## config.mk

```make
export PLATFORM = sky130hd
export DESIGN_NAME = board_io_ctrl
export DESIGN_NICKNAME = d
export VERILOG_FILES = /design/src/rtl/board_io_ctrl.sv
export SDC_FILE = /design/constraint.sdc
export NUM_CORES = 1
export LEC_CHECK = 0
export ABC_CLOCK_PERIOD_IN_PS = 3350
export CAP_MARGIN = 10
export CORE_MARGIN = 8
export CORE_UTILIZATION = 30
export DETAILED_ROUTE_END_ITERATION = 8
export PLACE_DENSITY = 0.43
export SLEW_MARGIN = 10
export SYNTH_ARGS = -nofsm -noshare
export SYNTH_HDL_FRONTEND = slang
export SYNTH_SLANG_ARGS = --single-unit
export TNS_END_PERCENT = 5
```

## constraint.sdc

```tcl
create_clock -name clk -period 3.35 [get_ports clk]
set_clock_uncertainty 0.2 [all_clocks]
set_input_delay 0.335 -clock clk [delete_from_list [all_inputs] [get_ports clk]]
set_output_delay 0.335 -clock clk [all_outputs]
set_load 0.05 [all_outputs]
```

## src/rtl/board_io_ctrl.sv

```systemverilog
// board_io_ctrl: board-support block between raw board pins and the core.
//   - Synchronises and debounces NUM_BTN push-buttons.
//   - Derives a stretched, active-low core reset from the debounced buttons.
//   - Drives NUM_LED LEDs, each selectable between direct, activity-stretched,
//     heartbeat and off.
// Ports:
//   clk           core clock
//   rst_n         asynchronous active-low reset
//   btn_i         raw asynchronous buttons, 1 = pressed
//   btn_level_o   debounced button level
//   btn_press_o   one-cycle pulse on debounced 0->1
//   core_rst_n_o  active-low reset for the core
//   act_i         per-LED activity level/strobe (synchronous to clk)
//   led_mode_i    per-LED mode, bits [2i+1:2i]: 00 direct, 01 stretch, 10 heartbeat, 11 off
//   led_o         LED pins, polarity set by LED_ACTIVE_LOW
module board_io_ctrl #(
  parameter int unsigned NUM_BTN            = 2,
  parameter int unsigned NUM_LED            = 6,
  parameter int unsigned DEBOUNCE_CYC       = 64000,
  parameter int unsigned STRETCH_CYC        = 3200000,
  parameter int unsigned HEARTBEAT_HALF_CYC = 32000000,
  parameter int unsigned RST_HOLD_CYC       = 1024,
  parameter int unsigned LED_ACTIVE_LOW     = 1
) (
  input  logic                   clk,
  input  logic                   rst_n,
  input  logic [NUM_BTN-1:0]     btn_i,
  output logic [NUM_BTN-1:0]     btn_level_o,
  output logic [NUM_BTN-1:0]     btn_press_o,
  output logic                   core_rst_n_o,
  input  logic [NUM_LED-1:0]     act_i,
  input  logic [2*NUM_LED-1:0]   led_mode_i,
  output logic [NUM_LED-1:0]     led_o
);

  localparam int unsigned DB_W  = $clog2(DEBOUNCE_CYC);
  localparam int unsigned STR_W = $clog2(STRETCH_CYC + 1);
  localparam int unsigned HB_W  = (HEARTBEAT_HALF_CYC > 1) ? $clog2(HEARTBEAT_HALF_CYC) : 1;
  localparam int unsigned RH_W  = (RST_HOLD_CYC > 1) ? $clog2(RST_HOLD_CYC) : 1;

  localparam logic [DB_W-1:0]  DB_LAST   = DB_W'(DEBOUNCE_CYC - 1);
  localparam logic [STR_W-1:0] STR_LOAD  = STR_W'(STRETCH_CYC);
  localparam logic [HB_W-1:0]  HB_LAST   = HB_W'(HEARTBEAT_HALF_CYC - 1);
  localparam logic [RH_W-1:0]  HOLD_LAST = RH_W'(RST_HOLD_CYC - 1);
  localparam logic             POL       = (LED_ACTIVE_LOW != 0);

  // ---------------- button sync + debounce ----------------
  logic [NUM_BTN-1:0] sync1, sync2;
  logic [DB_W-1:0]    db_cnt [NUM_BTN];

  always_ff @(posedge clk or negedge rst_n) begin
    if (!rst_n) begin
      sync1       <= '0;
      sync2       <= '0;
      btn_level_o <= '0;
      btn_press_o <= '0;
      for (int unsigned i = 0; i < NUM_BTN; i++) db_cnt[i] <= '0;
    end else begin
      sync1       <= btn_i;
      sync2       <= sync1;
      btn_press_o <= '0;
      for (int unsigned i = 0; i < NUM_BTN; i++) begin
        if (sync2[i] == btn_level_o[i]) begin
          db_cnt[i] <= '0;
        end else if (db_cnt[i] == DB_LAST) begin
          btn_level_o[i] <= sync2[i];
          // press pulse coincides with the level turning 1, never on release
          btn_press_o[i] <= sync2[i];
          db_cnt[i]      <= '0;
        end else begin
          db_cnt[i] <= db_cnt[i] + 1'b1;
        end
      end
    end
  end

  // ---------------- core reset sequencer ----------------
  typedef enum logic [1:0] {ST_ASSERT, ST_COUNT, ST_RUN} rst_state_t;
  rst_state_t      rst_state;
  logic [RH_W-1:0] hold_cnt;

  // Async reset lands in COUNT so power-up yields exactly RST_HOLD_CYC cycles of core reset.
  always_ff @(posedge clk or negedge rst_n) begin
    if (!rst_n) begin
      rst_state    <= ST_COUNT;
      hold_cnt     <= '0;
      core_rst_n_o <= 1'b0;
    end else if (|btn_level_o) begin
      rst_state    <= ST_ASSERT;
      hold_cnt     <= '0;
      core_rst_n_o <= 1'b0;
    end else begin
      case (rst_state)
        ST_ASSERT: begin
          rst_state    <= ST_COUNT;
          hold_cnt     <= '0;
          core_rst_n_o <= 1'b0;
        end
        ST_COUNT: begin
          if (hold_cnt == HOLD_LAST) begin
            rst_state    <= ST_RUN;
            hold_cnt     <= '0;
            core_rst_n_o <= 1'b1;
          end else begin
            hold_cnt     <= hold_cnt + 1'b1;
            core_rst_n_o <= 1'b0;
          end
        end
        ST_RUN: begin
          core_rst_n_o <= 1'b1;
        end
        default: begin
          rst_state    <= ST_ASSERT;
          hold_cnt     <= '0;
          core_rst_n_o <= 1'b0;
        end
      endcase
    end
  end

  // ---------------- LEDs ----------------
  logic [STR_W-1:0]   str_cnt  [NUM_LED];
  logic [STR_W-1:0]   str_next [NUM_LED];
  logic [HB_W-1:0]    hb_cnt;
  logic               hb;
  logic [NUM_LED-1:0] lit;

  // Stretch counters run regardless of mode; "lit" in stretch mode looks at the
  // post-update count so a single strobe lights exactly STRETCH_CYC cycles.
  always_comb begin
    lit = '0;
    for (int unsigned i = 0; i < NUM_LED; i++) begin
      str_next[i] = str_cnt[i];
      if (act_i[i])                str_next[i] = STR_LOAD;
      else if (str_cnt[i] != '0)   str_next[i] = str_cnt[i] - 1'b1;
      case (led_mode_i[2*i +: 2])
        2'b00:   lit[i] = act_i[i];
        2'b01:   lit[i] = (str_next[i] != '0);
        2'b10:   lit[i] = hb;
        default: lit[i] = 1'b0;
      endcase
    end
  end

  always_ff @(posedge clk or negedge rst_n) begin
    if (!rst_n) begin
      hb_cnt <= '0;
      hb     <= 1'b0;
      led_o  <= {NUM_LED{POL}};
      for (int unsigned i = 0; i < NUM_LED; i++) str_cnt[i] <= '0;
    end else begin
      if (hb_cnt == HB_LAST) begin
        hb_cnt <= '0;
        hb     <= ~hb;
      end else begin
        hb_cnt <= hb_cnt + 1'b1;
      end
      for (int unsigned i = 0; i < NUM_LED; i++) str_cnt[i] <= str_next[i];
      led_o <= lit ^ {NUM_LED{POL}};
    end
  end

endmodule
```

# Yosys cells after proc, flatten, opt, wreduce, memory -nomap -nowiden
# Cells that the tools add are included.
[classes] n_addsub=10 eq_ne=22 n_mux=36 n_bitwise=4 reduce_logical=23
[op_table] op="2-to-1 mux 22 bit" n=12
[op_table] op="nonzero test 22 bit" n=12
[op_table] op="subtractor 22 x 1 -> 22 bit, second input constant" n=6
[op_table] op="2-to-1 mux 16 bit" n=4
[op_table] op="adder 16 x 1 -> 16 bit, second input constant" n=2
[op_table] op="equality test 16 bit, second input constant" n=2
[op_table] op="adder 25 x 1 -> 25 bit, second input constant" n=1
[op_table] op="equality test 25 bit, second input constant" n=1
[op_table] op="2-to-1 mux 25 bit" n=1
[op_table] op="2-to-1 mux 10 bit" n=2
[op_table] op="case mux 10 bit (2 select lines)" n=1
[op_table] op="case mux 1 bit (3 select lines)" n=6
[op_table] op="equality test 2 x 1 -> 1 bit, second input constant" n=7
[op_table] op="equality test 2 bit, second input constant" n=7
[op_table] op="zero test 2 bit" n=7
[op_table] op="adder 10 x 1 -> 10 bit, second input constant" n=1
[op_table] op="equality test 10 bit, second input constant" n=1
[op_table] op="2-to-1 mux 1 bit" n=6
[op_table] op="inverter 6 bit" n=1
[op_table] op="case mux 2 bit (3 select lines)" n=1
[op_table] op="AND reduction 2 bit" n=3
[op_table] op="2-to-1 mux 2 bit" n=2
[op_table] op="!= test 3 bit, second input constant" n=1
[op_table] op="inverter 1 bit" n=3
[op_table] op="other kinds (4)" n=5
[word_totals] ff_bits=217 inputBits=22 out_inout_bits=11 elab_cells=114

# Logic depth before layout (Yosys ltp)
# Gate-level depths: netlist (run 1).
[depth] word_depth=6 mapped_depth=12

# Worst setup path before layout (run 1)
# No wires, ideal clock.
[synth_path] path_kind="register to register" start="register str_cnt[50] (netlist name)" end="register led_o[3]" arrival_time_ns=2.983 required_ns=3.064 setup_slack_ns=0.081 path_stages_with_launch=9 path_buffers=0 synth_period_minus_slack_ns=3.269 cell_sequence="dfrtp_1 nor4_2 nand3_1 a2111oi_0 xnor2_1 nor2_1 or4_1 or4_1 o31ai_2"
[synth_lines] element="from (decl)" line="122" rtl="logic [STR_W-1:0] str_cnt [NUM_LED];"
[synth_lines] element="to (signal assigned)" line="149" rtl="led_o <= {NUM_LED{POL}};"
[synth_lines] element="to (signal assigned)" line="159" rtl="led_o <= lit ^ {NUM_LED{POL}};"
[synth_lines] element="to (decl)" line="33" rtl="output logic [NUM_LED-1:0] led_o"

==> metrics.md, run 1 <==
| Metric | Value |
|---|---|
| Status | finished, final reports clean |
| Placed wire-length estimate | 18,600 µm |
| # IOs | 33 |
| Number of library cell types mapped by synthesis | 67 |
| Crit share post-route | 98.4% |
| F_max | 303 MHz |
| Die X | 211 µm |
| Die Y-Extent | approximately 210 µm |
| DP Worst Slack | -27.6 ps |
| Overall routed net length | between 20,000 and 30,000 µm |
| CP delay by family, top | simple AND/OR/NAND/NOR gates |
| Seq/Total Area, Yosys | 47.9% |
| CTS tree | built |
| Placed insts | 1,790 |
| Vias | between 9,000 and 10,000 |
| Lkg Pwr | 5.63 nW |
| Fraction of layout cells with a size suffix above 1 | 12.5% |
| Global route total overflow | 0 |
| Slew Limit Fails | 0 |
| Mapped Cells | 1,216 |
| Final nets | 1,362 |
| Vias in the first global route | approximately 9,200 |
| Async set-reset flop share out of synthesis | 100% |
| CTS root buf | clkbuf_16 |
| Setup ws final | 52.1 ps |
| Crit path kind | flop to flop |
| Syn nets | 1,251 |
| Final Setup Violations | 0 |
| Slew Limit Headroom | a little over two fifths |
| Antenna-violating nets left | 0 |
| Gr usage total | approximately an eighth |
| Slew of the pin with the lowest slew margin | approximately 860 ps |
| Ant. Diodes | 0 |
| Layout Utilization | 37.2% |
| Die area | 0.0443 mm² |
| Antenna violations before repair | 0 |
| Synth Warn # | 0 |
| DR WL/cell | 14.4 µm |
| Clk_lat worst skew | 540 ps |
| H-Tree Depth | 1 |
| Fillers | 3,828 |
| Core Rows | 71 |
| Clock Pin Slew Worst Setup and Hold Paths | 60 ps |
| Slowest-stage cell, CP | or4_4 |
| Pin count of the biggest net entering global routing | 81 |
| Crit path cell chain | or3_4, buf_4, nor4_4, buf_4, a211oi_2, xnor2_2, nor2_1, or4_4, or4_4, o31ai_4 |
| Buffers on Ports | 32 |
| Worst setup SP type | flop |
| TritonCTS Buffers | 27 |
| # clock sinks | 217 |
| Peak supply drop | around 0.3 mV |
| Max cap viols | 0 |
| Final cell count without fillers | 1,859 |
| Crit-path max cell delay | 540 ps |
| Worst hold path class | primary input to flop |
| Max FO, Critical Path | 8 |
| Synthesized area per cell | 9.34 µm² |
| Post-synth EDFFs | 0 |
| RSZ-0062 raised after global routing | yes |
| Pre-antenna DRT Iters | 4 |
| Worst path arrival time | 3560 ps |
| Final hold vios | 0 |
| Drt first-iter violations | 389 |
| Drc violations | 0 |
| Post-synthesis register bit count | 217 |
| Clk buf depth | 3 |
| Worst setup EP type | flop |
| Initial core utilization | between 30% and 40% |
| Area Overhead vs Synth | 22.7% |
| Data required time of the worst path | roughly 3600 ps |
| PwrDens | 554 mW/mm² |
| Final Total Pwr | 7.72 mW |
| Synth Flop Type | dfrtp_1 |
| Crit path buf inv count | 2 |
| Core Box Area | 0.0375 mm² |
| Placer Congestion | 0.787 |
| Mapped Area | about 0.011 mm² |
| Post-route minimum period | 3300 ps |
| Global-route wire length before repair | 46,100 µm |
| TNS Setup | 0 ps |
| Vias per cell | 4.85 |
## cell usage after synthesis (29+ instances only)
| cell | instances | area, µm² |
|---|---|---|
| nor3_1 | 62 | 310 |
| a21oi_1 | 48 | 240 |
| nor4_1 | 29 | 181 |
| nand3_1 | 60 | 300 |
| nand2b_1 | 31 | 194 |
| nand2_1 | 87 | 327 |
| o21ai_0 | 33 | 165 |
| nor2_1 | 198 | 743 |
| xnor2_1 | 76 | 666 |
| clkbuf_1 | 30 | 113 |
| xor2_1 | 61 | 534 |
| dfrtp_1 | 210 | 5260 |
## logic make-up (layout without fill, tap and decap cells)
| group | Yosys count | in the layout | synth area share (%) |
|---|---|---|---|
| compound gates | 156 | 156 | 8.79 |
| simple gates | 628 | 628 | 28.5 |
| fa+ha+maj | 13 | 13 | 1.43 |
| flops | 217 | 217 | 47.9 |
| mux | 9 | 9 | 0.815 |
| buf+inv | 55 | 187 | 1.90 |
| xor+xnor | 138 | 138 | 10.7 |
## state kept, by name (all words and copies together) (netlist names), 6 cells and up
register	flops
led_o	6
hold_cnt	10
db_cnt	32
hb_cnt	25
str_cnt	132
## what timing repair did
| item | in CTS | in global routing |
|---|---|---|
| setup buffers | 15 | 3 |
| hold buffers | 2 | 0 |
| resized for setup | 8 | 14 |
| setup endpoints to repair | 1 | 3 |
| pin swaps | 8 | 5 |
| hold endpoints to repair | 74 | 0 |
## layer usage
metal / share of wire, % / vias to the layer above / track usage [%]
li1: - / 4553 / -
met3: 3.0 / 33 / 1.86
met4: 1.9 / 0 / 3.11
met5: 0 / - / 0
met1: 49 / 4357 / 16.6
met2: 46 / 75 / 19.9
## path summary, 6_finish.rpt
path / endpoint / slack [ps] / from / cells past startpoint
max in group asynchronous: led_o[3]$_DFF_PN1_ / 1870 / rst_n / 3
max reg2reg: led_o[3]$_DFF_PN1_ / 50 / str_cnt[60]$_DFF_PN0_ / 10
min in group asynchronous: str_cnt[19]$_DFF_PN0_ / 190 / rst_n / 2
min: sync1[1]$_DFF_PN0_ / 50 / btn_i[1] / 1
max: led_o[3]$_DFF_PN1_ / 50 / str_cnt[60]$_DFF_PN0_ / 10
min reg2reg: sync2[0]$_DFF_PN0_ / 150 / sync1[0]$_DFF_PN0_ / 0
## through the flow
step / cell area [µm²] / hold slack (ps)
after CTS: 13900 / 16.1
after floorplan: 11400 / -161
after global routing: 13900 / 21.2
after global placement: 12700 / 134
final: 13900 / 45.1
after detailed placement: 12700 / 136
## cells in the final DEF, fill, tap and decap left out, drive strengths merged, types with 6 or more instances in the layout
cell / instances
nor4b: 6
or4: 21
nor3b: 12
dfstp: 7
nand4: 18
nor2: 198
nand4b: 7
inv: 21
a31oi: 7
and4: 9
o21ai: 37
clkdlybuf4s50: 31
nor3: 62
nand2b: 31
buf: 84
a21oi: 48
dfrtp: 210
a211oi: 12
ha: 13
mux2i: 7
nor4: 32
nor2b: 13
and2: 7
clkbuf: 38
and3: 21
nand3: 60
bufinv: 6
nand2: 87
xnor2: 77
o31ai: 13
xor2: 61
o41ai: 7
a2111oi: 6
or3: 29
## report_power, final
group          switching [mW]  internal [mW]
Sequential              0.220           2.82
Combinational           0.801          0.696
Clock                    1.15           2.04
## final cells by class
| type | instances | area, µm² | area share [%] |
|---|---|---|---|
| multi-input combinational | 944 | 5800 | 41.7 |
| timing repair buffer | 117 | 993 | 7.13 |
| clock buffer | 38 | 757 | 5.43 |
| tap | 511 | 639 | 4.59 |
| clock inverter | 12 | 225 | 1.62 |
| sequential | 217 | 5440 | 39.0 |
| inverter | 20 | 75.1 | 0.539 |
Power figures use the tool's default switching activity.
==> inputs of run 2 (changes only) <==
Settings changed: ABC_CLOCK_PERIOD_IN_PS 3350 to unset, PLACE_DENSITY 0.43 to 0.42.
Clock period 3.35 ns to 4.1 ns, I/O delays scaled along.
==> run 2 against run 1 <==
Net effect: core utilization is 1.6 points lower; total power is 22% lower; maximum frequency is 7.0% lower; register-to-register slack better by 500 ps; final cell count is 3.3% lower; worst setup slack better by 500 ps; combinational power is 31% lower; clock power is 22% lower; first-iteration DRC count is 10% higher; largest power group unchanged.
==> metrics.md, run 2 (synthesis results as in run 1) <==
| Metric | Value |
|---|---|
| CTS root buf | clkbuf_16 |
| Final nets | 1,302 (-4.4%) |
| Slew Limit Headroom | 40.1% (-2.7 points) |
| Vias in the first global route | 8,877 (-3.6%) |
| Top reg by flops | str_cnt |
| Hold_buf cts | 1 (-1) |
| Lkg Pwr | 5.30 nW (-5.8%) |
| Crit path buf inv count | 0 (-2) |
| Vias | 8,759 (-2.9%) |
| Initial core utilization | 30.3% (unchanged) |
| Slew Limit Fails | 0 (unchanged) |
| Antenna-violating nets left | 0 (unchanged) |
| Slew of the pin with the lowest slew margin | 899 ps (+40.2 ps) |
| PwrDens | 452 mW/mm² (-18%) |
| Final Setup Violations | 0 (unchanged) |
| Crit path kind | flop to flop |
| Slowest-stage cell, CP | a2111oi_0 |
| Die Y-Extent | 211 µm (unchanged) |
| F_max | 282 MHz (-7.0%) |
| Worst path arrival time | 3820 ps (+260 ps) |
| Vias per cell | 4.87 (+0.48%) |
| Clock Pin Slew Worst Setup and Hold Paths | 60 ps (about the same) |
| Top flop regs | str_cnt: 132 flops, db_cnt: 32 flops, hb_cnt: 25 flops |
| Worst hold path class | primary input to flop |
| Multi-input logic area | 0.00570 mm² (-1.8%) |
| Pin count of the biggest net entering global routing | 113 (+40%) |
| Peak supply drop | 0.272 mV (-8.0%) |
| # clock sinks | 217 (unchanged) |
| Global-route wire length before repair | 45,000 µm (-2.3%) |
| DR WL/cell | 14.7 µm (+2.1%) |
| Register area | 0.00544 mm² (unchanged) |
| Clk_lat worst skew | 550 ps (about the same) |
| Max FO, Critical Path | 6 (-2) |
| Data required time of the worst path | 4370 ps (+760 ps) |
| Crit path top cell by count | or4_1 |
| Gr usage total | 12.0% (-0.16 points) |
| RSZ-0062 raised after global routing | no |
| Clk buf depth | 3 (unchanged) |
| Max cap viols | 0 (unchanged) |
| Crit-path max cell delay | 580 ps (+40 ps) |
| Resized cells post-CTS | 0 (-8) |
| Core Box Area | 0.0375 mm² (unchanged) |
| Global route total overflow | 0 (unchanged) |
| Drc violations | 0 (unchanged) |
| Buffers on Ports | 32 (unchanged) |
| Max reg flops | 132 (unchanged) |
| Final hold vios | 0 (unchanged) |
| Area Overhead vs Synth | 17.4% |
| Antenna violations before repair | 0 (unchanged) |
| Core Rows | 71 (unchanged) |
| Fraction of layout cells with a size suffix above 1 | 7.39% (-5.1 points) |
| Most frequent cells in the layout | 210 x dfrtp_1, 198 x nor2_1, 87 x nand2_1 |
| CP delay by family, top | simple AND/OR/NAND/NOR gates |
| Post-route minimum period | 3550 ps (+250 ps) |
| Placed wire-length estimate | 18,200 µm (-2.1%) |
| CTS tree | built |
| TNS Setup | 0 ps (unchanged) |
| Crit path cell chain | nor4_2, nand3_1, a2111oi_0, xnor2_1, nor2_1, or4_1, or4_1, o31ai_2 |
| Worst setup EP type | flop |
| Overall routed net length | 26,300 µm (-1.3%) |
| Crit share post-route | 86.5% (-12 points) |
| Post-CTS Setup Bufs | 0 (-15) |
| Worst setup SP type | flop |
| Most common cell after layout, fill and taps aside | dfrtp_1 |
| TritonCTS Buffers | 27 (unchanged) |
| # IOs | 33 (unchanged) |
| Placer Congestion | 0.806 (+2.5%) |
| Status | finished, final reports clean |
| H-Tree Depth | 1 (unchanged) |
| Fillers | 3,914 (+2.2%) |
| Die area | 0.0443 mm² (unchanged) |
| Drt first-iter violations | 428 (+10%) |
| Ant. Diodes | 0 (unchanged) |
| Pre-antenna DRT Iters | 4 (unchanged) |
| Die X | 211 µm (unchanged) |
| Layout Utilization | 35.5% (-1.6 points) |
-- run 2: changes by cell type in the layout (fill, tap and decap cells not counted), moves of 3 or more --
| cell | previous run | this run |
|---|---|---|
| clkbuf_1 | 7 | 3 |
| bufinv_16 | 6 | 3 |
| clkbuf_8 | 4 | 10 |
| or3_4 | 4 | 1 |
| or4_4 | 4 | 0 |
| nor3_1 | 59 | 62 |
| buf_4 | 81 | 23 |
| or4_1 | 17 | 21 |
-- run 2: final timing paths --
check,from,end,slack [ps],depth (start not counted)
min in group asynchronous,rst_n,str_cnt[16]$_DFF_PN0_,350,2
min reg2reg,sync1[0]$_DFF_PN0_,sync2[0]$_DFF_PN0_,150,0
max in group asynchronous,rst_n,led_o[5]$_DFF_PN1_,2380,3
min,btn_i[1],sync1[1]$_DFF_PN0_,100,1
max reg2reg,str_cnt[50]$_DFF_PN0_,led_o[3]$_DFF_PN1_,550,8
max,str_cnt[50]$_DFF_PN0_,led_o[3]$_DFF_PN1_,550,8
-- run 2: worst reg2reg max path, cell delays in order (launching register included) --
cell and delay, ps:
dfrtp_1 400, nor4_2 550, nand3_1 170, a2111oi_0 580
xnor2_1 190, nor2_1 70, or4_1 550, or4_1 540
o31ai_2 220
-- run 2: layout make-up --
type | instances | share of cell area, %
Inverter | 20 | 0.563
Clock buffer | 40 | 6.19
Timing Repair Buffer | 57 | 3.96
Sequential cell | 217 | 40.8
Tap cell | 511 | 4.80
Multi-Input combinational cell | 944 | 42.8
Clock inverter | 8 | 0.892
-- run 2: where the power goes --
part / internal, mW / total (mW) / switching [mW]
Clock: 1.57 / 2.50 / 0.933
Sequential: 2.30 / 2.49 / 0.184
Combinational: 0.430 / 1.04 / 0.605
Total: 4.30 / 6.02 / 1.72
-- run 2: routing by layer --
metal	GRT usage [%]	vias up	routed length [µm]	part of all wire [%]
li1	-	4430	-	-
met2	19.8	94	12200	46
met1	15.9	4194	12700	48
met3	2.26	41	875	3.3
met4	3.50	0	619	2.3
met5	0	-	0	0
-- run 2: metrics by stage --
step	total power [mW]	instance area [µm²]	setup WS (ps)	std cells	hold slack, ps
floorplan	3.21	11400	831	1216	-85.6
global placement	3.58	12400	698	1748	136
detailed placement	3.57	12400	599	1748	136
CTS	6.15	13300	575	1797	61.8
global route	6.37	13300	368	1797	62.4
finish	6.02	13300	552	1797	101
==> inputs of run 3 (changes only) <==
--- a/constraint.sdc
+++ b/constraint.sdc
@@ -4,2 +4,2 @@
 set_output_delay 0.41 -clock clk [all_outputs]
-set_load 0.05 [all_outputs]
+set_load 0.1 [all_outputs]
==> results of run 3 <==
The final DEF is identical to that of run 2. Status: finished, final reports clean.
Among the figures that moved: total power 6.02 mW -> 6.04 mW
==> RTL change: new RTL, config.mk and constraints of run 1 <==
Register the inputs `btn_i`, `act_i` and `led_mode_i` before use, without a reset. The logic sees them one clock later.
--- a/src/rtl/board_io_ctrl.sv
+++ b/src/rtl/board_io_ctrl.sv
@@ -46,2 +46,12 @@
 
+  logic [NUM_BTN-1:0] btn_q;
+  logic [NUM_LED-1:0] act_q;
+  logic [2*NUM_LED-1:0] led_mode_q;
+
+  always_ff @(posedge clk) begin
+    btn_q      <= btn_i;
+    act_q      <= act_i;
+    led_mode_q <= led_mode_i;
+  end
+
   // ---------------- button sync + debounce ----------------
@@ -58,3 +68,3 @@
     end else begin
-      sync1       <= btn_i;
+      sync1       <= btn_q;
       sync2       <= sync1;
@@ -133,6 +143,6 @@
       str_next[i] = str_cnt[i];
-      if (act_i[i])                str_next[i] = STR_LOAD;
+      if (act_q[i])                str_next[i] = STR_LOAD;
       else if (str_cnt[i] != '0)   str_next[i] = str_cnt[i] - 1'b1;
-      case (led_mode_i[2*i +: 2])
-        2'b00:   lit[i] = act_i[i];
+      case (led_mode_q[2*i +: 2])
+        2'b00:   lit[i] = act_q[i];
         2'b01:   lit[i] = (str_next[i] != '0);
Function: changed (Yosys sat finds a counterexample within 4 cycles, from zero or initial values and one cycle with rst_n low).
==> RTL change against run 1 <==
Worst setup slack gained 0.075 ns. Sequential cell count grew 20. Critical path depth shrank 3. Synthesized area up 6.9%. Wire length rose by 7.4%. Design area up 5.5%. Total power rose by 1.1%. Synthesized cell count grew 5.1%. Via count up 6.7%. Highest routed layer unchanged.
==> RTL change: results (changes against run 1) <==
.. list-table::
   :header-rows: 1

   * - Metric
     - Value
   * - Non-Clock Buffer Area Fraction
     - 0.0692 (-0.00215)
   * - Clkbuf count
     - 48 (+26%)
   * - Global placer's final weighted congestion
     - 0.812 (+3.2%)
   * - GRT Resource Usage Total
     - 0.122 (+0.000848)
   * - Portion of the post-synthesis area used by sequential elements
     - 0.481 (+0.00203)
   * - Met1 Use GR
     - 0.170 (+0.00419)
   * - Final nets
     - 1421 (+4.3%)
   * - Proportion of synthesized area in mux cells
     - 0.0105 (+0.00236)
   * - Number of DRC markers after the initial detailed-route iteration
     - 683 (+76%)
   * - Distinct cells, synth
     - 79 (+18%)
   * - Mapped Cells
     - 1278 (+5.1%)
   * - #MultiIn Comb
     - 969 (+2.6%)
   * - Num CTS Buffers
     - 30 (+11%)
   * - Switching part of the total
     - 0.287 (+0.00634)
   * - Routed metal-1 wirelength
     - 14200 µm (+8.9%)
   * - Half-perimeter wire length after detailed placement
     - 20000 µm (+7.4%)
   * - Register bit count reported by yosys
     - 237 (+9.2%)
   * - Layout inverter count without the clock tree
     - 33 (+65%)
   * - Most frequent cells after synthesis
     - 210 x dfrtp_1, 194 x nor2_1, 85 x nand2_1
   * - Reg area
     - 5840 µm² (+7.4%)
   * - Met3 track demand over resource in global routing
     - 0.0186 (+0.0000200)
   * - Global-route met2 utilization
     - 0.195 (-0.00404)
   * - Clk_lat worst skew
     - 0.56 ns (+0.02 ns)
   * - Status
     - finished, final reports clean
   * - DR WL met3
     - 1000 µm (+26%)
   * - Crit path DAT
     - 3.52 ns (-0.04 ns)
   * - Fraction of the mapped netlist area in adder cells
     - 0.0134 (-0.000926)
   * - Peak VDD IR
     - 324 µV (+9.6%)
   * - Per-cell via count in the routed design
     - 4.97 (+2.5%)
-- RTL change: repair_timing --
action | CTS | global route
endpoints found under the setup margin | 1 | 3
hold buffers | 17 | 0
resized for setup | 1 | 9
gates cloned | 0 | 0
endpoints found under the hold margin | 91 | 0
-- RTL change: power groups by stage --
stage | registers, mW | logic [mW] | clock network (mW)
finish | 3.30 | 1.38 | 3.14
global route | 3.33 | 1.55 | 3.39
CTS | 3.29 | 1.38 | 3.29
detailed placement | 3.34 | 1.36 | 0
global placement | 3.35 | 1.36 | 0
floorplan | 3.27 | 0.917 | 0
-- RTL change: final timing paths --
path | end | slack (ns) | depth (start not counted) | start
min in group asynchronous | str_cnt[123] | 0.17 | 2 | rst_n
hold / removal | led_mode_q[5] | 0.03 | 1 | led_mode_i[5]
max in group asynchronous | str_cnt[35] | 1.91 | 3 | rst_n
setup reg to reg | led_o[3] | 0.13 | 7 | str_cnt[56]
setup / recovery | led_o[3] | 0.13 | 7 | str_cnt[56]
hold reg to reg | sync1[0] | 0.13 | 0 | btn_q[0]
